$ cat config.mk
export PLATFORM = sky130hd
export DESIGN_NAME = y_tap_window
export DESIGN_NICKNAME = d
export VERILOG_FILES = /design/src/rtl/y_tap_window_pkg.sv /design/src/rtl/y_tap_shift4.sv /design/src/rtl/y_tap_window.sv
export SDC_FILE = /design/constraint.sdc
export NUM_CORES = 1
export LEC_CHECK = 0
export ABC_AREA = 1
export CORE_MARGIN = 5
export CORE_UTILIZATION = 45
export CTS_CLUSTER_SIZE = 28
export DETAILED_ROUTE_END_ITERATION = 6
export GPL_TIMING_DRIVEN = 0
export MAX_ROUTING_LAYER = met4
export PLACE_DENSITY = 0.85
export SYNTH_ARGS = -nofsm -noshare
export SYNTH_HDL_FRONTEND = slang
export SYNTH_SLANG_ARGS = --single-unit
$ cat constraint.sdc
create_clock -name clk -period 1.45 [get_ports clk]
set_input_delay 0.29 -clock clk [delete_from_list [all_inputs] [get_ports clk]]
set_output_delay 0.29 -clock clk [all_outputs]
set_load 0.02 [all_outputs]
$ cat src/rtl/y_tap_window_pkg.sv
// Shared constants and encodings for the vertical tap window generator.
package y_tap_window_pkg;

  // Sample width: 8.7 fixed point.
  localparam int TW_DW    = 15;
  // Default number of output phases per window.
  localparam int TW_SCALE = 4;

  // Controller states.
  typedef enum logic [2:0] {
    ST_IDLE  = 3'd0,
    ST_FILL1 = 3'd1,
    ST_FILL2 = 3'd2,
    ST_EMIT  = 3'd3,
    ST_WAIT  = 3'd4
  } tw_state_e;

  // Operations on the four-entry tap register.
  typedef enum logic [2:0] {
    OP_HOLD      = 3'd0,
    OP_LOAD_ALL  = 3'd1,  // t0..t3 <= x
    OP_LOAD_23   = 3'd2,  // t2,t3 <= x
    OP_LOAD_3    = 3'd3,  // t3 <= x
    OP_SHIFT_IN  = 3'd4,  // shift down, t3 <= x
    OP_SHIFT_REP = 3'd5   // shift down, t3 held (bottom edge clamp)
  } tap_op_e;

endpackage

$ cat src/rtl/y_tap_shift4.sv
// Four-entry tap register: load-all, partial-load, shift and replicate-shift.
module y_tap_shift4
  import y_tap_window_pkg::*;
#(
  parameter int DW = TW_DW
) (
  input  logic          clk,
  input  logic          rst,
  input  tap_op_e       op_i,
  input  logic [DW-1:0] x_i,
  output logic [DW-1:0] t0_o,
  output logic [DW-1:0] t1_o,
  output logic [DW-1:0] t2_o,
  output logic [DW-1:0] t3_o
);

  logic [DW-1:0] t0_q, t1_q, t2_q, t3_q;
  logic [DW-1:0] t0_d, t1_d, t2_d, t3_d;

  // Next tap contents selected by the requested operation.
  always_comb begin
    t0_d = t0_q;
    t1_d = t1_q;
    t2_d = t2_q;
    t3_d = t3_q;
    case (op_i)
      OP_LOAD_ALL: begin
        t0_d = x_i; t1_d = x_i; t2_d = x_i; t3_d = x_i;
      end
      OP_LOAD_23: begin
        t2_d = x_i; t3_d = x_i;
      end
      OP_LOAD_3: t3_d = x_i;
      OP_SHIFT_IN: begin
        t0_d = t1_q; t1_d = t2_q; t2_d = t3_q; t3_d = x_i;
      end
      OP_SHIFT_REP: begin
        t0_d = t1_q; t1_d = t2_q; t2_d = t3_q;
      end
      default: ;
    endcase
  end

  // Tap registers, cleared by the asynchronous reset.
  always_ff @(posedge clk or negedge rst) begin
    if (!rst) begin
      t0_q <= '0; t1_q <= '0; t2_q <= '0; t3_q <= '0;
    end else begin
      t0_q <= t0_d; t1_q <= t1_d; t2_q <= t2_d; t3_q <= t3_d;
    end
  end

  assign t0_o = t0_q;
  assign t1_o = t1_q;
  assign t2_o = t2_q;
  assign t3_o = t3_q;

endmodule

$ cat src/rtl/y_tap_window.sv
// Vertical 4-tap window generator with edge clamping. Each window
// p[k-1..k+2] is presented SCALE times, once per weight-table phase.
// Handshakes: a beat moves on a channel in every cycle where its valid and
// ready are both high at the rising edge; valid never depends on ready,
// while s_ready may depend on m_ready (same-cycle refill at the last phase).
module y_tap_window
  import y_tap_window_pkg::*;
#(
  parameter int DW    = TW_DW,
  parameter int SCALE = TW_SCALE
) (
  input  logic                     clk,
  input  logic                     rst,
  input  logic                     s_valid,
  output logic                     s_ready,
  input  logic [DW-1:0]            s_data,
  input  logic                     s_last,
  output logic                     m_valid,
  input  logic                     m_ready,
  output logic [DW-1:0]            out_0,
  output logic [DW-1:0]            out_1,
  output logic [DW-1:0]            out_2,
  output logic [DW-1:0]            out_3,
  output logic [$clog2(SCALE)-1:0] m_phase,
  output logic                     m_last,
  output tw_state_e                dbg_state_o
);

  localparam int PW = $clog2(SCALE);
  localparam logic [PW-1:0] PH_MAX = PW'(SCALE - 1);

  tw_state_e     state_q, state_d;
  logic [PW-1:0] phase_q, phase_d;
  logic [1:0]    tail_q, tail_d;   // clamp windows still owed after s_last
  logic          last_q, last_d;   // s_last of this column has been accepted
  tap_op_e       op;
  logic          m_hs, at_end, take_c, s_acc;

  // Next-state, tap operation and handshake decode.
  always_comb begin
    state_d = state_q;
    phase_d = phase_q;
    tail_d  = tail_q;
    last_d  = last_q;
    op      = OP_HOLD;
    m_hs    = (state_q == ST_EMIT) && m_ready;
    at_end  = m_hs && (phase_q == PH_MAX);
    take_c  = at_end && (tail_q == 2'd0) && !last_q;
    s_ready = (state_q != ST_EMIT) || take_c;
    s_acc   = s_valid && s_ready;
    case (state_q)
      ST_IDLE: if (s_acc) begin
        op      = OP_LOAD_ALL;
        phase_d = '0;
        tail_d  = 2'd0;
        last_d  = s_last;
        state_d = s_last ? ST_EMIT : ST_FILL1;
      end
      ST_FILL1: if (s_acc) begin
        op = OP_LOAD_23;
        if (s_last) begin
          state_d = ST_EMIT; tail_d = 2'd1; last_d = 1'b1;
        end else begin
          state_d = ST_FILL2;
        end
      end
      ST_FILL2: if (s_acc) begin
        op      = OP_LOAD_3;
        state_d = ST_EMIT;
        if (s_last) begin
          tail_d = 2'd2; last_d = 1'b1;
        end
      end
      ST_EMIT: if (m_hs) begin
        if (phase_q != PH_MAX) begin
          phase_d = phase_q + 1'b1;
        end else if (tail_q != 2'd0) begin
          op = OP_SHIFT_REP; tail_d = tail_q - 2'd1; phase_d = '0;
        end else if (last_q) begin
          state_d = ST_IDLE; last_d = 1'b0; phase_d = '0;
        end else if (s_valid) begin
          op = OP_SHIFT_IN; phase_d = '0;
          if (s_last) begin
            tail_d = 2'd2; last_d = 1'b1;
          end
        end else begin
          state_d = ST_WAIT; phase_d = '0;
        end
      end
      ST_WAIT: if (s_acc) begin
        op = OP_SHIFT_IN; state_d = ST_EMIT; phase_d = '0;
        if (s_last) begin
          tail_d = 2'd2; last_d = 1'b1;
        end
      end
      default: state_d = ST_IDLE;
    endcase
  end

  // Controller registers.
  always_ff @(posedge clk or negedge rst) begin
    if (!rst) begin
      state_q <= ST_IDLE;
      phase_q <= '0;
      tail_q  <= 2'd0;
      last_q  <= 1'b0;
    end else begin
      state_q <= state_d;
      phase_q <= phase_d;
      tail_q  <= tail_d;
      last_q  <= last_d;
    end
  end

  y_tap_shift4 #(.DW(DW)) u_taps (
    .clk  (clk),
    .rst  (rst),
    .op_i (op),
    .x_i  (s_data),
    .t0_o (out_0),
    .t1_o (out_1),
    .t2_o (out_2),
    .t3_o (out_3)
  );

  assign m_valid     = (state_q == ST_EMIT);
  assign m_phase     = phase_q;
  assign m_last      = (state_q == ST_EMIT) && last_q && (tail_q == 2'd0) && (phase_q == PH_MAX);
  assign dbg_state_o = state_q;

endmodule
==> impl_metrics.env, run 1 <==
export IMPL_outcome="finished, violations left"
export IMPL_violations="setup timing"
export IMPL_finalNetCount=579
export IMPL_combPwrFrac=0.589
export IMPL_h_tree_depth=3
export IMPL_grt_pass1_vias=3647
export IMPL_worstPathRequired_ps=1680
export IMPL_initial_core_util=0.463
export IMPL_cts_buffers=9
export IMPL_path_delay_family="simple AND/OR/NAND/NOR gates"
export IMPL_antenna_cells=0
export IMPL_cp_cell_sequence="ha_4 > nand2_4 > inv_2 > nand3_2 > nand2_4 > nand2_4 > inv_6 > nand2_8 > nand3_4 > buf_8 > nand2_2 > o21ai_2"
export IMPL_clockBufferDepth=2
export IMPL_yosys_area_share_adder=0.00348
export IMPL_clock_skew_ps=9.55
export IMPL_ios=88
export IMPL_synth_cells=429
export IMPL_grt_antenna_before_repair=0
export IMPL_cp_slowest_cell="dfrtp_2"
export IMPL_cts_tree="done"
export IMPL_ys_seq_area_frac=0.474
export IMPL_crit_type="reg2reg"
export IMPL_core_area_sq_mm=0.00777
export IMPL_finalPower_w=0.0132
export IMPL_grt_max_degree=69
export IMPL_grt_ovfl_total=0
export IMPL_num_rows=32
export IMPL_arrival_ps=2000
export IMPL_hpwl_um=7210
export IMPL_final_period_utilization=1.22
export IMPL_p_per_area_mw_per_mm2=2350
export IMPL_wirelength_um=11600
export IMPL_cts_reportedPaths_clkPinSlew_ps=80
export IMPL_synthArstFlopShare=1.00
export IMPL_timing_max_cap_violations=0
export IMPL_slew_headroom=0.419
export IMPL_syn_area_sq_mm=0.00359
export IMPL_cpMostUsedCell="nand2_4"
export IMPL_synth_net_count=450
export IMPL_area_growth_pct=56.5
export IMPL_ir_drop_uv=1330
export IMPL_path_max_fanout=8
export IMPL_synth_main_ff_cell="dfrtp_1"
export IMPL_p_sw_w=0.00617
export IMPL_swShare=0.467
export IMPL_gp_congestion=0.928
export IMPL_cts_sinks=68
export IMPL_drc=0
export IMPL_grt_first_pass_wirelength_um=17700
export IMPL_grt_usage=0.231
export IMPL_setup_viol=71
export IMPL_wl_per_cell_um=17.5
export IMPL_ant_nets=0
export IMPL_synth_edf_count=0
export IMPL_finalNonFillerCells=665
export IMPL_postSynthAreaPerCell_sq_um=8.38
export IMPL_netlist_area_leader_share=0.474
export IMPL_viasPerCell=5.49
export IMPL_place_inst=618
export IMPL_synth_top_family_by_area="simple AND/OR/NAND/NOR gates"
export IMPL_synthMuxAreaShare=0
export IMPL_synth_xor_area_frac=0
export IMPL_firstDrtPassIters=5
export IMPL_drv_slew=0
export IMPL_final_hold_viol_count=0
export IMPL_ys_ff_latch=68
export IMPL_io_buffers=87
export IMPL_tightestPinTransition_ps=871
export IMPL_p_clk_frac=0.131
export IMPL_hold_class="in2async"
export IMPL_p_leak_nw=2.65
export IMPL_synth_top_area_cell="dfrtp_1"
export IMPL_vias=3650
export IMPL_die_area_sq_mm=0.00987
export IMPL_yosysWarnings=0
export IMPL_setup_slack_ps=-323
export IMPL_path_buf_inv=3
export IMPL_fin_area_sq_mm=0.00563
export IMPL_max_freq_mhz=564
export IMPL_dpl_cell_area_sq_mm=0.00481
export IMPL_dp_slack_ps=-660
export IMPL_clkLatencyLatePin_ps=340
export IMPL_fill_cells=532
export IMPL_intPower_w=0.00703
export IMPL_postCtsHoldBufs=0
export IMPL_seqPwrFrac=0.280
export IMPL_setup_tns_ps=-18360
export IMPL_cpPeakStageDelay_ps=430
export IMPL_start_kind="flip-flop"
export IMPL_critPathCaptureType="flip-flop"
export IMPL_fin_crit_ps=1770
export IMPL_fp_dieH_um=99.4
export IMPL_root_buffer="clkbuf_8"
export IMPL_yosysUniqueCellTypes=27
export IMPL_rsz0062_at_grt="yes"
export IMPL_synthSimpleGateAreaFrac=0.279
export IMPL_drt_iter0_markers=248
export IMPL_dieWidth_um=99.4
export IMPL_netlist_top_cells_area="dfrtp_1, nand2_1, a21oi_2"
export IMPL_drive_gt1_frac=0.403
export IMPL_synth_compound_area_frac=0.169
[cell families after synthesis]
logic type      after synthesis
buf+inv                      50
simple gates                232
fa+ha+maj                     1
compound gates               78
flops                        68
[worst paths after layout]
kind / from / end / slack (ps) / cells after the start
worst min-delay path: rst / dbg_state_o[1] / 60 / 1
worst min register to register: u_taps.t0_o[5] / u_taps.t0_o[5] / 520 / 2
min in group clk: u_taps.t0_o[5] / u_taps.t0_o[5] / 520 / 2
max in group asynchronous: rst / tail_q[1] / 790 / 1
worst max-delay path: m_phase[1] / u_taps.t2_o[6] / -320 / 12
worst max register to register: m_phase[1] / u_taps.t2_o[6] / -320 / 12
[routing by layer]
metal  part of all wire  GRT usage  vias up  routed length, um
met2               0.53      0.410      173               6120
met4              0.039      0.102        0                453
li1                   -          -     1661                  -
met3              0.066     0.0519       50                766
met1               0.37      0.245     1766               4270
met5                  0          -        -                  0
[cell usage after synthesis, types with 2 or more instances]
master and number:
nor3_1 3, buf_6 6, nand4_1 18, o21ai_2 27, nand3_2 4, nand2_1 150, nand3_1 10, nor2_1 39
buf_2 9, a21oi_1 4, nand2_4 2, buf_4 5, dfrtp_1 68, o21ai_1 5, nand2_2 3, o21ai_0 10
inv_1 26, inv_2 2, a21oi_2 30
[power groups by stage]
stage	combinational, W	clock, W	sequential [W]
after floorplan	0.00322	0	0.00461
after global placement	0.00672	0	0.00363
after detailed placement	0.00692	0	0.00366
after CTS	0.00715	0.00174	0.00362
after global routing	0.00834	0.00183	0.00381
final	0.00778	0.00173	0.00369
[cells in the final DEF (no fill, tap or decap), drive strengths merged, types with 2 or more instances in the layout]
master | netlist | routed
nand2 | 155 | 155
dlygate4sd2 | 0 | 64
bufinv | 0 | 2
clkbuf | 1 | 13
clkdlybuf4s50 | 0 | 17
nand4 | 18 | 18
dfrtp | 68 | 68
a21oi | 34 | 34
buf | 20 | 54
nand3 | 14 | 14
o21ai | 42 | 42
clkinv | 0 | 3
nor3 | 3 | 3
inv | 29 | 30
nor2 | 40 | 41
[stage by stage]
step | utilization | hold slack (ps)
CTS | 0.696 | 99.0
detailed placement | 0.619 | 461
global placement | 0.619 | 467
global route | 0.724 | 109
floorplan | - | -5.59
finish | 0.724 | 57.2
[final cells by class]
cell class	instances	area (sq um)	share of cell area
multi-input cells	312	2100	0.373
flip-flops and latches	68	1710	0.304
repair buffers	117	1080	0.193
plain buffers	21	267	0.0474
clock buffers	10	128	0.0227
well taps	102	128	0.0227
inverters	29	124	0.0220
clock inverters	6	87.6	0.0156
[repair_timing]
action                                  4_1_cts  5_1_grt
setup buffers                                17        7
endpoints found under the setup margin      136       73
resized for setup                           163       57
gates cloned                                  6        1
pin swaps                                     9       21
[sequential cells by signal, summed over array words and instances (netlist names)]
register	cells
u_taps.t1_o	15
last_q	1
u_taps.t0_o	15
u_taps.t3_o	15
m_phase	2
tail_q	2
dbg_state_o	3
u_taps.t2_o	15
No activity file was read; power rests on OpenSTA's default activity.
==> inputs of run 2 (changes only) <==
==> constraint.sdc (replaced) <==
create_clock -name clk -period 1.45 [get_ports clk]
set_input_delay 0.2175 -clock clk [delete_from_list [all_inputs] [get_ports clk]]
set_output_delay 0.2175 -clock clk [all_outputs]
set_load 0.02 [all_outputs]
==> run 2 against run 1 <==
Against the previous run: the run still ends with setup timing left; core utilization increased by 0.85 points; hold slack improved by 430 ps; non-clock buffer count unchanged; worst setup slack improved by 1.9 ps; register-to-register slack about the same; design area increased by 1.2%; sequential share of layout area decreased by 0.35 points; clock skew about the same; cell count unchanged.
==> impl_metrics.env, run 2 (synthesized netlist as in run 1, its figures left out) <==
export IMPL_outcome="finished, violations left"
export IMPL_violations="setup timing"
export IMPL_path_buf_inv=2
export IMPL_hold_class="in2async"
export IMPL_fill_cells=497
export IMPL_hpwl_um=7160
export IMPL_antenna_cells=0
export IMPL_cpMostUsedCell="nand2_4"
export IMPL_reg2reg_depth=12
export IMPL_grt_antenna_before_repair=0
export IMPL_h_tree_depth=3
export IMPL_drc=0
export IMPL_grt_max_degree=69
export IMPL_initial_core_util=0.463
export IMPL_fp_dieH_um=99.4
export IMPL_setup_tns_ps=-18530
export IMPL_cp_slowest_cell="dfrtp_2"
export IMPL_crit_type="reg2out"
export IMPL_cts_sinks=68
export IMPL_finalPower_w=0.0137
export IMPL_critPathCaptureType="output pin"
export IMPL_max_freq_mhz=565
export IMPL_firstDrtPassIters=5
export IMPL_setup_slack_ps=-321
export IMPL_grt_pass1_vias=3767
export IMPL_clockBufferDepth=2
export IMPL_tightestPinTransition_ps=862
export IMPL_drv_slew=0
export IMPL_rsz0062_at_grt="yes"
export IMPL_ir_drop_uv=1390
export IMPL_slew_headroom=0.425
export IMPL_area_growth_pct=58.4
export IMPL_gp_congestion=0.898
export IMPL_mostFrequentLayoutCell="nand2_1"
export IMPL_path_max_fanout=4
export IMPL_core_area_sq_mm=0.00777
export IMPL_vias=3727
export IMPL_rrSetupSlack_ps=-310
export IMPL_drive_gt1_frac=0.414
export IMPL_post_route_util=0.733
export IMPL_worstPathRequired_ps=1230
export IMPL_grt_first_pass_wirelength_um=18300
export IMPL_arrival_ps=1550
export IMPL_dieWidth_um=99.4
export IMPL_drt_iter0_markers=226
export IMPL_ios=88
export IMPL_die_area_sq_mm=0.00987
export IMPL_path_delay_family="simple AND/OR/NAND/NOR gates"
export IMPL_rr_startpoint="m_phase[0]"
export IMPL_final_period_utilization=1.22
export IMPL_final_cell_mix="nand2_1, dlygate4sd2_1, dfrtp_1, a21oi_2, buf_4"
export IMPL_ant_nets=0
export IMPL_start_kind="flip-flop"
export IMPL_viasPerCell=5.60
export IMPL_timing_max_cap_violations=0
export IMPL_cp_cell_sequence="nand2_4 > nor2_8 > buf_12 > nand2_4 > nor3b_2 > buf_4"
export IMPL_wirelength_um=12200
export IMPL_wl_per_cell_um=18.4
export IMPL_num_rows=32
export IMPL_root_buffer="clkbuf_8"
export IMPL_io_buffers=87
export IMPL_grt_ovfl_total=0
export IMPL_fin_crit_ps=1770
export IMPL_cpPeakStageDelay_ps=420
export IMPL_cts_buffers=9
export IMPL_setup_viol=71
export IMPL_cts_tree="done"
export IMPL_p_per_area_mw_per_mm2=2400
export IMPL_r2r_end="u_taps.t2_o[11]"
export IMPL_dp_slack_ps=-579
export IMPL_grt_usage=0.239
export IMPL_finalNetCount=579
export IMPL_p_leak_nw=2.68
export IMPL_clkLatencyLatePin_ps=370
export IMPL_cts_reportedPaths_clkPinSlew_ps=80
export IMPL_clock_skew_ps=9.87
export IMPL_final_hold_viol_count=0
run 2: changes by cell type in the layout (fill, tap and decap cells not counted), sizes merged:
cell          delta
clkbuf           -1
dlygate4sd3      +1
buf              -2
inv              +1
dlymetal6s2s     +1
bufbuf           +1
clkinvlp         +2
dlygate4sd2      -1
clkinv           -2
run 2: worst max-delay path by stage:
stage                              start               to  slack (ps)  depth (start not counted)
final                     dbg_state_o[0]           m_last        -320                          6
after CTS                 dbg_state_o[2]           m_last        -270                          5
after floorplan           dbg_state_o[2]  u_taps.t3_o[10]        -210                          9
after global placement               rst       m_phase[1]       -2240                          1
after global routing          m_phase[0]   dbg_state_o[0]        -440                         10
after detailed placement         s_valid  u_taps.t2_o[11]        -580                         12
run 2: cell type report:
cell class	count	area [sq um]	area share
sequential	68	1710	0.301
multi-input combinational	312	2150	0.377
timing repair buffer	118	1100	0.194
tap	102	128	0.0224
buffer	20	258	0.0453
clock inverter	7	97.6	0.0171
clock buffer	9	124	0.0218
inverter	29	126	0.0222
run 2: timing repair:
item / 4_1_cts / 5_1_grt
resized for setup: 182 / 55
hold buffers: 1 / 0
buffers inserted: 15 / 11
hold endpoints to repair: 16 / 0
cloned: 6 / 1
setup endpoints to repair: 136 / 72
pin swaps: 15 / 36
run 2: where the power goes:
group	switching, W	internal, W
clock network	0.000820	0.000977
logic	0.00485	0.00335
registers	0.000801	0.00287
run 2: routing by layer:
metal	GRT usage	vias up	share of wire
li1	-	1658	-
met1	0.254	1792	0.34
met2	0.412	199	0.53
met3	0.0610	78	0.071
met4	0.118	0	0.057
met5	-	-	0
run 2: worst register-to-register path, stage by stage (launching register included):
cell	delay (ps)
dfrtp_2	440
ha_4	190
nand2_4	80
inv_2	40
nand3_2	70
nand2_4	80
nand2_8	110
inv_8	50
nand2_8	120
nand3_4	170
buf_6	190
nand2_4	70
o21ai_2	60
run 2: per-stage QoR:
stage               instances  cell area [sq um]  hold slack (ps)
global placement          618               4790              470
floorplan                 429               3790            -78.1
detailed placement        618               4790              376
global route              665               5690              531
CTS                       656               5440              508
finish                    665               5690              489
==> inputs of run 3 (changes only) <==
--- a/config.mk
+++ b/config.mk
@@ -6,7 +6,7 @@
 export NUM_CORES = 1
 export LEC_CHECK = 0
 export ABC_AREA = 1
-export CORE_MARGIN = 5
+export CORE_MARGIN = 3
 export CORE_UTILIZATION = 45
 export CTS_CLUSTER_SIZE = 28
 export DETAILED_ROUTE_END_ITERATION = 6
==> run 3 against run 2 <==
Against the previous run: wire length rose by 4.6%; non-clock buffer count up 10; combinational power about the same; the flow still finishes with violations (setup timing); first-iteration DRC count shrank 18%; via count increased by 1.2%; count of clock-buffer cells in the layout did not move; global-route usage up 4.4 points; core utilization grew 5.3 points; sequential power grew 2%; sequential share of layout area fell by 0.97 points; die area down 7.9%; cell count is 1.1% higher; critical path type is now reg2reg; largest power group unchanged.
==> impl_metrics.env, run 3 (synthesized netlist as in run 1, its figures left out) <==
export IMPL_outcome="finished, violations left"
export IMPL_violations="setup timing"
export IMPL_grt_max_degree=69
export IMPL_cts_sinks=68
export IMPL_grt_first_pass_wirelength_um=18900
export IMPL_start_kind="flip-flop"
export IMPL_vias=3771
export IMPL_clkLatencyLatePin_ps=360
export IMPL_fp_dieH_um=95.4
export IMPL_cts_buffers=9
export IMPL_reg2reg_depth=10
export IMPL_antenna_cells=0
export IMPL_drive_gt1_frac=0.452
export IMPL_worstPathRequired_ps=1690
export IMPL_viasPerCell=5.61
export IMPL_gp_congestion=0.896
export IMPL_root_buffer="clkbuf_8"
export IMPL_p_leak_nw=2.68
export IMPL_max_freq_mhz=562
export IMPL_p_clk_frac=0.132
export IMPL_setup_slack_ps=-329
export IMPL_clock_skew_ps=11.8
export IMPL_firstDrtPassIters=5
export IMPL_setup_viol=71
export IMPL_ios=88
export IMPL_tightestPinTransition_ps=862
export IMPL_p_per_area_mw_per_mm2=2330
export IMPL_cp_cell_sequence="buf_8 > buf_4 > nand4_1 > o21ai_4 > buf_6 > inv_12 > nand2_8 > buf_6 > nor2_1 > a21oi_2"
export IMPL_drt_iter0_markers=185
export IMPL_ant_nets=0
export IMPL_core_area_sq_mm=0.00749
export IMPL_arrival_ps=2020
export IMPL_grt_antenna_before_repair=0
export IMPL_place_inst=615
export IMPL_cp_slowest_cell="dfrtp_2"
export IMPL_die_area_sq_mm=0.00909
export IMPL_final_cell_mix="nand2_1, dlygate4sd2_1, dfrtp_1, nand2_2, a21oi_2"
export IMPL_intPower_w=0.00725
export IMPL_cpPeakStageDelay_ps=420
export IMPL_cts_reportedPaths_clkPinSlew_ps=90
export IMPL_combPwrFrac=0.596
export IMPL_mostFrequentLayoutCell="nand2_1"
export IMPL_drv_slew=0
export IMPL_wl_per_cell_um=19.0
export IMPL_area_growth_pct=63.6
export IMPL_wirelength_um=12800
export IMPL_grt_pass1_vias=3835
export IMPL_initial_core_util=0.480
export IMPL_hpwl_um=7200
export IMPL_timing_max_cap_violations=0
export IMPL_rsz0062_at_grt="yes"
export IMPL_num_rows=31
export IMPL_cts_tree="done"
export IMPL_fill_cells=425
export IMPL_dieWidth_um=95.4
export IMPL_fin_crit_ps=1780
export IMPL_clockBufferDepth=2
export IMPL_swShare=0.472
export IMPL_hold_class="in2async"
export IMPL_h_tree_depth=3
export IMPL_finalNonFillerCells=672
export IMPL_ir_drop_uv=1270
export IMPL_p_sw_w=0.00647
export IMPL_crit_type="reg2reg"
export IMPL_seqPwrFrac=0.273
export IMPL_final_period_utilization=1.23
export IMPL_grt_usage=0.283
export IMPL_hold_ws_ps=493
export IMPL_final_hold_viol_count=0
export IMPL_finalNetCount=589
export IMPL_drc=0
export IMPL_grt_ovfl_total=0
export IMPL_cpMostUsedCell="buf_6"
export IMPL_path_max_fanout=7
export IMPL_critPathCaptureType="flip-flop"
export IMPL_io_buffers=87
export IMPL_slew_headroom=0.426
run 3: changes by cell type in the layout (fill, tap and decap cells not counted), sizes merged:
cell / change
buf: +10
bufbuf: -1
clkdlybuf4s15: +1
run 3: worst paths after layout:
| path | end | from | slack, ps |
|---|---|---|---|
| worst max-delay path | u_taps.t1_o[7] | dbg_state_o[2] | -330 |
| worst min-delay path | m_phase[1] | rst | 490 |
| worst max register to register | u_taps.t1_o[7] | dbg_state_o[2] | -330 |
| worst min register to register | last_q | last_q | 500 |
| max in group asynchronous | dbg_state_o[2] | rst | 320 |
| min in group clk | last_q | last_q | 500 |
run 3: power by group through the flow:
stage               logic [W]  registers [W]  clock network [W]
CTS                   0.00747        0.00362            0.00176
global route          0.00872        0.00384            0.00188
finish                0.00817        0.00374            0.00181
global placement      0.00675        0.00364                  0
floorplan             0.00323        0.00461                  0
detailed placement    0.00693        0.00367                  0
run 3: layout make-up:
type	count	area [sq um]	share of cell area
Buffer	21	300	0.0511
Clock buffer	9	124	0.0211
Clock inverter	7	97.6	0.0166
Inverter	29	129	0.0219
Multi-Input combinational cell	312	2160	0.368
Sequential cell	68	1710	0.291
Tap cell	99	124	0.0211
Timing Repair Buffer	127	1230	0.210
run 3: metrics by stage:
stage          setup slack [ps]   util  TNS, ps  total power (W)  area, sq um
3_5_place_dp               -582  0.639   -36030           0.0106         4780
2_1_floorplan              -211      -   -11520          0.00785         3790
3_3_place_gp              -2220  0.639  -170610           0.0104         4780
5_1_grt                    -406  0.786   -22740           0.0144         5880
4_1_cts                    -296  0.753   -15500           0.0129         5640
6_report                   -329  0.786   -17870           0.0137         5880
run 3: worst max-delay path, delay by kind of cell, from the launching register on:
kind	cells	cell delay (ps)
simple gates	3	410
buf+inv	5	700
flops	1	420
compound gates	2	140
run 3: what timing repair did:
item / 4_1_cts / 5_1_grt
resized for setup: 203 / 58
hold endpoints to repair: 7 / 0
gates cloned: 10 / 1
pin swaps: 33 / 17
endpoints found under the setup margin: 136 / 73
hold buffers: 1 / 0
setup buffers: 21 / 9
run 3: routing by layer:
metal	track usage	vias up	wire length [um]
li1	-	1685	-
met1	0.300	1841	4690
met2	0.499	190	6800
met3	0.0663	55	819
met4	0.126	0	492
met5	-	-	0
